$ cat src/rtl/paddle_ctrl.sv
// Paddle position controller: frame-rate button sampling,
// speed ramp while held, position clamped to the screen.
module paddle_ctrl #(
  parameter int HEIGHT       = 128,
  parameter int SCREEN_H     = 768,
  parameter int Y_INIT       = 320,
  parameter int MIN_SPEED    = 2,
  parameter int MAX_SPEED    = 12,
  parameter int ACCEL_FRAMES = 4
) (
  input  logic        clk,
  input  logic        reset,
  input  logic [10:0] hcount,
  input  logic [9:0]  vcount,
  input  logic        btn_up,
  input  logic        btn_down,
  output logic [9:0]  y,
  output logic        moving,
  output logic        frame_tick
);

  localparam int SW = $clog2(MAX_SPEED + 1);
  localparam int HW = (ACCEL_FRAMES > 1) ? $clog2(ACCEL_FRAMES) : 1;
  localparam logic [10:0] LIM = 11'(SCREEN_H - HEIGHT);

  typedef enum logic [1:0] {
    IDLE = 2'd0,
    UP   = 2'd1,
    DOWN = 2'd2
  } state_t;

  state_t        r_state;
  state_t        w_state_nx;
  logic          r_up_m;
  logic          r_up_s;
  logic          r_dn_m;
  logic          r_dn_s;
  logic [SW-1:0] r_speed;
  logic [SW-1:0] w_speed_nx;
  logic [HW-1:0] r_hold;
  logic [HW-1:0] w_hold_nx;
  logic [10:0]   w_y_ext;
  logic [10:0]   w_step;
  logic [10:0]   w_sum;
  logic [9:0]    w_y_nx;
  logic          w_tc;

  assign w_tc = (hcount == 11'd0) && (vcount == 10'(SCREEN_H));

  // Two-flop synchronisers for the raw buttons
  always_ff @(posedge clk) begin
    if (reset) begin
      r_up_m <= 1'b0;
      r_up_s <= 1'b0;
      r_dn_m <= 1'b0;
      r_dn_s <= 1'b0;
    end else begin
      r_up_m <= btn_up;
      r_up_s <= r_up_m;
      r_dn_m <= btn_down;
      r_dn_s <= r_dn_m;
    end
  end

  // Direction decision: exactly one button selects a direction
  always_comb begin
    w_state_nx = IDLE;
    if (r_up_s && !r_dn_s) begin
      w_state_nx = UP;
    end else if (r_dn_s && !r_up_s) begin
      w_state_nx = DOWN;
    end
  end

  // Speed ramp: restart on any change, step up every ACCEL_FRAMES
  always_comb begin
    w_speed_nx = SW'(MIN_SPEED);
    w_hold_nx  = '0;
    if (w_state_nx != IDLE && w_state_nx == r_state) begin
      if (r_hold == HW'(ACCEL_FRAMES - 1)) begin
        w_hold_nx  = '0;
        w_speed_nx = (r_speed >= SW'(MAX_SPEED)) ?
                     SW'(MAX_SPEED) : r_speed + SW'(1);
      end else begin
        w_hold_nx  = r_hold + HW'(1);
        w_speed_nx = r_speed;
      end
    end
  end

  // Next position with saturation at both screen limits
  always_comb begin
    w_y_ext = {1'b0, y};
    w_step  = 11'(w_speed_nx);
    w_sum   = w_y_ext + w_step;
    w_y_nx  = y;
    case (w_state_nx)
      UP:      w_y_nx = (w_y_ext < w_step) ?
                        10'd0 : 10'(w_y_ext - w_step);
      DOWN:    w_y_nx = (w_sum > LIM) ? 10'(LIM) : 10'(w_sum);
      default: w_y_nx = y;
    endcase
  end

  // Frame-tick FSM: all state and outputs move together on tc
  always_ff @(posedge clk) begin
    if (reset) begin
      r_state    <= IDLE;
      r_speed    <= SW'(MIN_SPEED);
      r_hold     <= '0;
      y          <= 10'(Y_INIT);
      moving     <= 1'b0;
      frame_tick <= 1'b0;
    end else begin
      frame_tick <= w_tc;
      if (w_tc) begin
        r_state <= w_state_nx;
        r_speed <= w_speed_nx;
        r_hold  <= w_hold_nx;
        y       <= w_y_nx;
        moving  <= (w_state_nx != IDLE);
      end
    end
  end

endmodule
$ cat config.mk
export PLATFORM = sky130hd
export DESIGN_NAME = paddle_ctrl
export DESIGN_NICKNAME = d
export VERILOG_FILES = /design/src/rtl/paddle_ctrl.sv
export SDC_FILE = /design/constraint.sdc
export NUM_CORES = 1
export LEC_CHECK = 0
export CAP_MARGIN = 10
export CORE_MARGIN = 5
export CORE_UTILIZATION = 35
export CTS_CLUSTER_SIZE = 24
export DETAILED_ROUTE_END_ITERATION = 6
export DONT_BUFFER_PORTS = 1
export PLACE_DENSITY_LB_ADDON = 0.25
export SLEW_MARGIN = 40
export SYNTH_ARGS = -nofsm -noshare
export SYNTH_HDL_FRONTEND = slang
export SYNTH_SLANG_ARGS = --single-unit
$ cat constraint.sdc
create_clock -name clk -period 6.85 [get_ports clk]
set_input_delay 2.055 -clock clk [delete_from_list [all_inputs] [get_ports clk]]
set_output_delay 2.055 -clock clk [all_outputs]
set_load 0.01 [all_outputs]
Yosys cells after proc, flatten, opt, wreduce, memory -nomap -nowiden
Index checks and enable logic that the tools add are counted.

word-level totals
  register bits after elaboration = 24
  output and inout bits = 12
  word-level logic and storage cells = 42

cells by class
  $lt $le $gt $ge = 3
  mux-type cells = 10
  equal/unequal tests = 5
  $add $sub $neg = 4
  reduce and logical (&&, ||, !) cells = 10

operators with widths
  operator                                                                 number
  10-bit two-way mux                                                       2
  10-bit one-hot mux with 2 select lines                                   1
  4-bit two-way mux                                                        3
  10-bit by 4-bit adder with 11-bit output                                 1
  11-bit by 10-bit > comparator with 1-bit output (second input constant)  1
  11-bit zero test                                                         1
  10-bit == test (second input constant)                                   1
  10-bit by 4-bit less-than comparator with 1-bit output                   1
  10-bit by 4-bit subtractor with 10-bit output                            1
  2-bit two-way mux                                                        4
  4-bit by 1-bit adder with 4-bit output (second input constant)           1
  2-bit == test (second input constant)                                    2
  4-bit >= comparator (second input constant)                              1
  1-bit logical AND                                                        4
  2-bit nonzero test                                                       2
  2-bit by 1-bit adder with 2-bit output (second input constant)           1
  2-bit by 1-bit == test with 1-bit output (second input constant)         1
  2-bit == test                                                            1
  1-bit zero test                                                          2
  2-bit AND reduction                                                      1

Longest topological paths before layout
Gate-level depths: netlist of the first run.

  depth in word-level cells = 11
  gate-level depth with buffers = 15
  mapped depth without buffers = 14

Worst setup path after synthesis of the first run
No wires, ideal clock.

  kind = input to register
  start point = in hcount[1]
  end point = reg y[4]
  setup time = 0.077 ns
  setup slack = 3.231 ns
  path buffers = 1
  stages = 7
  data required time = 6.773 ns
  data arrival time = 3.542 ns
  cell sequence = nor4_1 -> nand4_1 -> or3_1 -> buf_2 -> o31ai_1 -> nand2_1 -> o22ai_1

between the ends
  cells in the longest elaborated chain, start to end = 3

RTL lines
  what                           line  text
  from (decl)                    13    input logic [10:0] hcount,
  11-bit zero test               48    assign w_tc = (hcount == 11'd0) && (vcount == 10'(SCREEN_H));
  1-bit logical AND              48
  2-bit AND reduction (no line)  -
  to (signal assigned)           111   y <= 10'(Y_INIT);
  to (signal assigned)           120   y <= w_y_nx;
  to (decl)                      17    output logic [9:0] y,

Every way passes these cells.
A chain may end at the register's enable or synchronous reset.

Worst setup path after layout of the first run
  start point = reg r_up_s
  end point = reg y[7]

between the ends
  cells in the longest elaborated chain, start to end = 11
  elaborated cells between the ends (all ways) = 20

RTL lines
  what                                                        line  text
  from (decl)                                                 35    logic r_up_s;
  from (signal assigned)                                      59    r_up_s <= r_up_m;
  1-bit zero test                                             70    end else if (r_dn_s && !r_up_s) begin
  1-bit logical AND                                           70
  2-bit two-way mux                                           70
  2-bit two-way mux *                                         68    if (r_up_s && !r_dn_s) begin
  named net w_state_nx[1]                                     33    state_t w_state_nx;
  2-bit == test / 2-bit nonzero test (equally long branches)  79    if (w_state_nx != IDLE && w_state_nx == r_state) begin
  1-bit logical AND *                                         79
  4-bit two-way mux *                                         79
  named net w_speed_nx[3]                                     39    logic [SW-1:0] w_speed_nx;
  10-bit by 4-bit adder with 11-bit output                    95    w_sum = w_y_ext + w_step;
  11-bit by 10-bit > comparator with 1-bit output             100   DOWN: w_y_nx = (w_sum > LIM) ? 10'(LIM) : 10'(w_sum);
  10-bit two-way mux                                          100
  10-bit one-hot mux with 2 select lines *                    97    case (w_state_nx)

Mark *: on every way through the listed nets, which the timed path passes. The rest lies on a longest branch.

==> flow_metrics.tcl, run 1 <==
set metrics [dict create \
    die_x_um 84.3 \
    tns_ns 0 \
    layout-drive-gt1-share_pct 6.38 \
    powerDensity_nw_per_um2 136 \
    insertion_delay_ns 0.27 \
    synth_top_area_share_pct 24.8 \
    p_sw_share_pct 19.3 \
    end_kind "flip-flop" \
    clkTransAtPathRegs_ns 0.09 \
    overflow 0 \
    drc 0 \
    intPower_w 0.000222 \
    dp_hpwl_mm 3.80 \
    num_vias 1787 \
    core_um2 5440 \
    synth.distinct_cells 59 \
    rows 27 \
    cts_setup_buffers 0 \
    max_slew_margin_pct 57.0 \
    worstMarginPinSlew_ns 0.641 \
    clockRootBuffer "clkbuf_8" \
    fillCellCount 575 \
    yosys.area.top_type "dfxtp_1" \
    power_w 0.000275 \
    ir_worst_vdd_mv 0.102 \
    vias_per_cell 5.82 \
    critical_path.max_fanout 14 \
    synth_seq_area_share_pct 24.8 \
    final_core_util_pct 37.1 \
    synthArstFlopShare_pct 0 \
    post-place-ws_ns 2.65 \
    clock-sinks 24 \
    cp.required_ns 7.02 \
    max-cap-violations 0 \
    final_hold_viol_count 0 \
    place_area_um2 1950 \
    leakage_nw 0.717 \
    diodes 0 \
    start_kind "flip-flop" \
    syn_avg_cell_area_um2 7.93 \
    io_buffers 0 \
    synth_nets 285 \
    io_pins 37 \
    nets 277 \
    dieArea_um2 7110 \
    design_area_um2 2020 \
    r2r_slack_ns 2.60 \
    cts_hold_buf 0 \
    drtIter0Drc 120 \
    synth_edf_count 0 \
    crit_type "flip-flop to flip-flop" \
    p_switching_w 0.0000532 \
    mostFrequentLayoutCells "dfxtp_1 (24), a21oi_1 (19), o21ai_0 (17), nor2_1 (15), nand2_1 (15)" \
    firstDrtPassIters 4 \
    track_usage_pct 13.7 \
    wl_per_cell_um 15.7 \
    worstPathArrival_ns 4.42 \
    synth_ff_type "dfxtp_1" \
    start_util_pct 35.6 \
    area_growth_pct 4.40 \
    die_h_um 84.3 \
    clockPowerShare_pct 45.4 \
    grt_max_degree 22 \
    fin_crit_ns 4.25 \
    gp_congestion 0.880 \
    final_antenna_net_count 0 \
    share_seq_of_total_power_pct 51.1 \
    cts_resized 0 \
    setup_viol 0 \
    grt_pass1_wl_mm 8.15 \
    rsz0062_at_grt "false" \
    drv_slew 0 \
    antenna_found_initial 0 \
    wirelength_mm 4.82 \
    fin_crit_sh_pct 62.1 \
    skew_ns 0.00965 \
    yosys-top-cells-area "dfxtp_1 (25%), ha_1 (9.1%), a21oi_1 (4.9%), o21ai_0 (4.4%), nor3_1 (3.6%)" \
    fmax_mhz 235 \
    numCtsBuffers 3 \
    hold_path_class "flip-flop to flip-flop" \
    combPwrFrac_pct 3.5 \
    ys_warn_count 0 \
    synth_cells 244 \
    synthesis.area_um2 1930 \
    cts_tree "yes" \
    final_common_cell "dfxtp_1" \
    layout_setup_ws_ns 2.60 \
    grt_pass1_vias 1718 \
    h-tree-depth 1 \
    clk_path_buf_depth 2 \
    outcome "complete, no violations" \
    ys_seq_elements 24 \
]
[kinds of logic after synthesis]
family	after synthesis	synth area share [%]
flip-flops	24	24.8
AND/OR/NAND/NOR	94	26.6
buffers and inverters	27	6.92
XOR/XNOR	7	3.17
multiplexers	3	1.62
AO/OA/AOI/OAI	73	25.7
adder cells (fa/ha/maj)	16	11.1
[final cells by class]
cell class | count | area (µm²) | share of cell area (%)
tap | 72 | 90.1 | 4.46
inverter | 14 | 52.6 | 2.60
sequential | 24 | 480 | 23.8
clock buffer | 3 | 41.3 | 2.04
multi-input combinational | 193 | 1330 | 65.6
clock inverter | 1 | 30.0 | 1.49
[per-layer routing]
metal,GRT usage (%),up-vias,share of wire (%)
li1,-,891,-
met1,16.8,832,46
met2,24.3,58,48
met3,2.65,6,5.3
met4,4.17,0,0.79
met5,0,-,0
[synthesized netlist by cell type (all sizes together), types with 2 or more instances]
cell type	n
nor3	15
o31ai	3
nand3	13
nor2	15
dfxtp	24
o21ai	17
ha	14
mux2i	2
fa	2
o22ai	2
a211oi	4
a21boi	3
clkbuf	3
nand2b	5
xnor2	2
xor2	5
nor2b	6
or3	4
nand3b	2
nand2	15
nor4b	2
nand4	3
buf	10
a32oi	2
and2	2
o211ai	2
o311ai	2
o31a	3
inv	14
nor4	5
a21oi	19
o221ai	2
a211o	2
a21o	2
[state kept, by name (all words and copies together), names as in the netlist]
signal and cells:
r_state 2, r_dn_m 1, r_speed 4, r_up_s 1, y 10, frame_tick 1
r_up_m 1, r_hold 2, r_dn_s 1, moving 1
[power by group through the flow]
stage	sequential (W)	combinational (W)	clock [W]
floorplan	0.000144	0.00000941	0
global placement	0.000144	0.00000943	0
detailed placement	0.000144	0.00000953	0
CTS	0.000141	0.00000958	0.000130
global route	0.000141	0.0000108	0.000135
finish	0.000141	0.00000951	0.000125
[through the flow]
stage	hold WS, ns	std cells
3_5_place_dp	0.430	303
3_3_place_gp	0.417	303
5_1_grt	0.477	307
4_1_cts	0.451	307
6_report	0.446	307
2_1_floorplan	0.414	244
[path summary, 6_finish.rpt]
check,from,endpoint,depth (start not counted)
max reg2reg,r_up_s,y[7],13
max,r_up_s,y[7],13
min,r_up_m,r_up_s,1
min reg2reg,r_up_m,r_up_s,1
[critical path: stages, from the launching register on]
cell	delay [ns]
dfxtp_1	0.32
inv_1	0.05
ha_1	0.52
xor2_1	0.15
or3_1	0.44
nor2_1	0.32
inv_1	0.08
ha_1	0.50
nor2b_1	0.16
a211o_2	0.41
nor4b_1	0.18
a311oi_2	0.43
o32ai_1	0.26
o31a_1	0.32
No activity file was read; power rests on OpenSTA's default activity.
==> run 2, diff against run 1 <==
==> constraint.sdc (replaced) <==
create_clock -name clk -period 4.16 [get_ports clk]
set_input_delay 1.248 -clock clk [delete_from_list [all_inputs] [get_ports clk]]
set_output_delay 1.248 -clock clk [all_outputs]
set_load 0.01 [all_outputs]
==> run 2 against run 1 <==
Core utilization up 0.18 points. Total power up 67%. Largest power group unchanged. Critical endpoint is now y[6]. Clock skew down 0.0053 ns. Routed wire length up 4.1%. Worst hold slack better by 0.0075 ns. Largest cell class unchanged. Final cell count up 0.65%. Fmax up 12%. Cell area up 0.50%.
==> flow_metrics.tcl, run 2 (synthesized netlist as in run 1, its figures left out) <==
set metrics [dict create \
    start_util_pct 35.6 \
    clock-sinks 24 \
    largest-register "y" \
    overflow 0 \
    final_hold_viol_count 0 \
    final_common_cell "dfxtp_1" \
    fmax_mhz 264 \
    fin_crit_sh_pct 91.2 \
    io_pins 37 \
    fillCellCount 574 \
    ir_worst_vdd_mv 0.206 \
    largest_register_ff_count 10 \
    reg_top3 "y: 10 flops, r_speed: 4 flops" \
    setup_viol 0 \
    powerDensity_nw_per_um2 226 \
    worstPathArrival_ns 3.99 \
    numCtsBuffers 3 \
    final_core_util_pct 37.3 \
    slowest_stage "ha_1" \
    firstDrtPassIters 4 \
    cts_tree "yes" \
    die_h_um 84.3 \
    grt_pass1_vias 1638 \
    h-tree-depth 1 \
    clk_path_buf_depth 2 \
    drtIter0Drc 111 \
    gp_congestion 0.862 \
    wirelength_mm 5.02 \
    cts_resized 0 \
    cts_setup_buffers 0 \
    leakage_nw 0.728 \
    rsz0062_at_grt "false" \
    worstMarginPinSlew_ns 0.619 \
    insertion_delay_ns 0.27 \
    outcome "complete, no violations" \
    fin_crit_ns 3.79 \
    drv_slew 0 \
    nets 279 \
    drc 0 \
    die_x_um 84.3 \
    hold_path_class "flip-flop to flip-flop" \
    mostFrequentLayoutCells "dfxtp_1 (24), a21oi_1 (19), o21ai_0 (17), nor2_1 (15), nand2_1 (15)" \
    final_antenna_net_count 0 \
    start_kind "flip-flop" \
    area_growth_pct 4.92 \
    grt_pass1_wl_mm 8.27 \
    wl_per_cell_um 16.2 \
    place_area_um2 1960 \
    diodes 0 \
    io_buffers 0 \
    max-cap-violations 0 \
    max_stage_delay_ns 0.51 \
    track_usage_pct 14.2 \
    rows 27 \
    cp.required_ns 4.36 \
    vias_per_cell 5.67 \
    max_slew_margin_pct 58.4 \
    layout_setup_ws_ns 0.366 \
    holdWs_ns 0.454 \
    skew_ns 0.00437 \
    design_area_um2 2030 \
    end_kind "flip-flop" \
    post-place-ws_ns 0.404 \
    antenna_found_initial 0 \
    clkTransAtPathRegs_ns 0.10 \
    core_um2 5440 \
    grt_max_degree 22 \
    cp_cell_sequence "inv_1 > ha_1 > xor2_1 > or3_1 > nor2_1 > inv_1 > ha_1 > nor2b_1 > or3_1 > o31a_1 > nor4_2 > o211ai_1 > o31ai_2" \
    cts_hold_buf 0 \
    dieArea_um2 7110 \
    layout-drive-gt1-share_pct 6.75 \
    tns_ns 0 \
    clockRootBuffer "clkbuf_8" \
    dp_hpwl_mm 3.86 \
    crit_type "flip-flop to flip-flop" \
    critical_path.max_fanout 11 \
    num_vias 1751 \
]
run 2: cell count changes in the layout (fill, tap and decap cells not counted):
cell	change
buf_4	+2
nor3_1	+1
nor3_2	-1
run 2: area by class of cell:
cell class                 count  area (µm²)  share of cell area [%]
clock buffer                   3        41.3                    2.03
clock inverter                 1        30.0                    1.48
inverter                      14        52.6                    2.59
multi-input combinational    193        1320                    65.0
sequential                    24         480                    23.7
tap                           72        90.1                    4.44
timing repair buffer           2        15.0                   0.740
run 2: path summary, 6_finish.rpt:
kind                             start  slack (ns)  endpoint  depth (start not counted)
worst min-delay path            r_up_m        0.45    r_up_s                          1
worst max register to register  r_up_s        0.37      y[6]                         13
worst min register to register  r_up_m        0.45    r_up_s                          1
worst max-delay path            r_up_s        0.37      y[6]                         13
run 2: stage by stage:
step                      total power (W)  std cells
after floorplan                  0.000253        244
after global placement           0.000253        305
after detailed placement         0.000253        305
after CTS                        0.000465        309
after global routing             0.000478        309
final                            0.000460        309
run 2: per-layer routing:
metal | vias to the layer above | global-route usage, % | part of all wire [%]
met1 | 811 | 19.8 | 47
met2 | 48 | 23.3 | 46
met4 | 0 | 1.73 | 0.46
li1 | 890 | - | -
met3 | 2 | 2.94 | 5.8
met5 | - | 0 | 0
run 2: worst max-delay path: cells and delay by family (launching register included):
kind / cells / cell delay [ns]
buffers and inverters: 2 / 0.11
flip-flops: 1 / 0.34
XOR/XNOR: 1 / 0.15
AO/OA/AOI/OAI: 3 / 0.80
AND/OR/NAND/NOR: 5 / 1.58
adder cells (fa/ha/maj): 2 / 0.72
run 2: power by group:
group	leakage (nW)	internal (W)	switching, W
registers	0.194	0.000231	0.000000541
logic	0.498	0.00000625	0.00000985
clock network	0.0357	0.000129	0.0000829
==> run 3, diff against run 2 <==
--- a/config.mk
+++ b/config.mk
@@ -6,12 +6,15 @@
 export NUM_CORES = 1
 export LEC_CHECK = 0
 export CAP_MARGIN = 10
+export CELL_PAD_IN_SITES_DETAIL_PLACEMENT = 1
+export CELL_PAD_IN_SITES_GLOBAL_PLACEMENT = 1
 export CORE_MARGIN = 5
 export CORE_UTILIZATION = 35
 export CTS_CLUSTER_SIZE = 24
 export DETAILED_ROUTE_END_ITERATION = 6
 export DONT_BUFFER_PORTS = 1
 export PLACE_DENSITY_LB_ADDON = 0.25
+export SKIP_LAST_GASP = 1
 export SLEW_MARGIN = 40
 export SYNTH_ARGS = -nofsm -noshare
 export SYNTH_HDL_FRONTEND = slang
==> run 3 against run 2 <==
Clock-buffer cell count is the same. Combinational power is essentially flat. Routed wire length grew 9.5%. Critical endpoint is now y[0]. Worst setup slack gained 0.037 ns.
==> flow_metrics.tcl, run 3 (synthesized netlist as in run 1, its figures left out) <==
set metrics [dict create \
    grt_util_met2_pct 27.4 \
    dieArea_um2 7110 \
    max-cap-violations 0 \
    hp-start "r_dn_m" \
    track_usage_pct 15.7 \
    reg2reg_from "r_up_s" \
    hold_path_class "flip-flop to flip-flop" \
    outcome "complete, no violations" \
    design_area_um2 2030 \
    final_common_cell "dfxtp_1" \
    reg_top3 "y: 10 flops, r_speed: 4 flops" \
    dp_hpwl_mm 4.28 \
    start_util_pct 35.6 \
    clockRootBuffer "clkbuf_8" \
    io_pins 37 \
    gp_congestion 0.833 \
    wl_per_cell_um 17.8 \
    grt_pass1_vias 1850 \
    grt_pass1_wl_mm 9.11 \
    numCtsBuffers 3 \
    drv_slew 0 \
    leakage_nw 0.727 \
    seq_area_um2 480 \
    wirelength_mm 5.50 \
    vias_per_cell 5.85 \
    worstPathArrival_ns 3.94 \
    multi_input_area_um2 1320 \
    antenna_found_initial 0 \
    num_vias 1808 \
    cts_tree "yes" \
    die_h_um 84.3 \
    core_um2 5440 \
    largest-register "y" \
    use_met3_pct 3.34 \
    clock-sinks 24 \
    post-place-ws_ns 0.311 \
    final_antenna_net_count 0 \
    area_growth_pct 5.05 \
    drc 0 \
    critical_path.max_fanout 11 \
    fin_crit_sh_pct 90.3 \
    rsz0062_at_grt "false" \
    place_area_um2 1960 \
    grt_busiest_layer "met2" \
    setup_viol 0 \
    fillCellCount 683 \
    use_met1_pct 19.9 \
    max_slew_margin_pct 60.0 \
    reg2reg_depth 12 \
    clkTransAtPathRegs_ns 0.10 \
    start_kind "flip-flop" \
    r2r_slack_ns 0.40 \
    die_x_um 84.3 \
    io_buffers 0 \
    tns_ns 0 \
    grt_max_degree 22 \
    fmax_mhz 266 \
    largest_register_ff_count 10 \
    layout_setup_ws_ns 0.403 \
    diodes 0 \
    mostFrequentLayoutCells "dfxtp_1 (24), a21oi_1 (19), o21ai_0 (17), nor2_1 (15), nand2_1 (15)" \
    nets 279 \
    whs_endpoint "r_dn_s" \
    crit_type "flip-flop to flip-flop" \
    fin_crit_ns 3.76 \
    clk_path_buf_depth 2 \
    powerDensity_nw_per_um2 228 \
    cp.required_ns 4.35 \
    cts_hold_buf 0 \
    hold_depth 1 \
    final_hold_viol_count 0 \
    insertion_delay_ns 0.28 \
    rows 27 \
    firstDrtPassIters 4 \
    h-tree-depth 1 \
    worstMarginPinSlew_ns 0.596 \
    layout-drive-gt1-share_pct 7.17 \
    end_kind "flip-flop" \
    overflow 0 \
    drtIter0Drc 56 \
    r2r-end "y[0]" \
    ir_worst_vdd_mv 0.130 \
    skew_ns 0.00581 \
]
## run 3: timing repair
item,4_1_cts,5_1_grt
endpoints found under the setup margin,0,1
endpoints found under the hold margin,0,0
gates resized for setup,0,1
buffers inserted,0,0
## run 3: worst max-delay path by stage
| stage | start | end | cells after the start |
|---|---|---|---|
| 3_5_place_dp | r_up_s | y[7] | 12 |
| 2_1_floorplan | r_up_s | y[7] | 14 |
| 6_report | r_up_s | y[0] | 12 |
| 3_3_place_gp | r_up_s | y[0] | 12 |
| 5_1_grt | r_up_s | y[6] | 13 |
| 4_1_cts | r_up_s | y[0] | 12 |
## run 3: cell type report
cell class                      instances  share of cell area, %
Timing Repair Buffer                    2                  0.739
Clock buffer                            3                   2.03
Multi-Input combinational cell        193                   65.1
Clock inverter                          1                   1.48
Tap cell                               72                   4.43
Inverter                               14                   2.59
Sequential cell                        24                   23.6
## run 3: routing by layer
metal / share of wire (%) / up-vias
met4: 1.0 / 0
met1: 46 / 862
met3: 5.2 / 4
met2: 48 / 59
li1: - / 883
met5: 0 / -
## run 3: critical path: stages (launching register included)
cell     delay, ns
dfxtp_1       0.34
inv_1         0.05
ha_1          0.33
or3_1         0.45
nor2_1        0.28
inv_1         0.09
ha_2          0.47
nor2b_1       0.13
or3_1         0.48
o31a_1        0.29
nor4_2        0.25
o32ai_1       0.19
o41ai_2       0.31
## run 3: report_power, final
| part | internal [W] | total (W) | leakage (nW) | switching, W |
|---|---|---|---|---|
| clock | 0.000129 | 0.000216 | 0.0357 | 0.0000868 |
| combinational | 0.00000623 | 0.0000163 | 0.497 | 0.0000101 |
| sequential | 0.000231 | 0.000232 | 0.194 | 0.000000576 |
## run 3: stage by stage
step	total power [W]	std cells	hold slack (ns)	util [%]
after floorplan	0.000253	244	0.414	-
after global placement	0.000254	305	0.424	36.0
after detailed placement	0.000254	305	0.426	36.0
after CTS	0.000476	309	0.450	37.3
after global routing	0.000483	309	0.458	37.4
final	0.000464	309	0.444	37.4
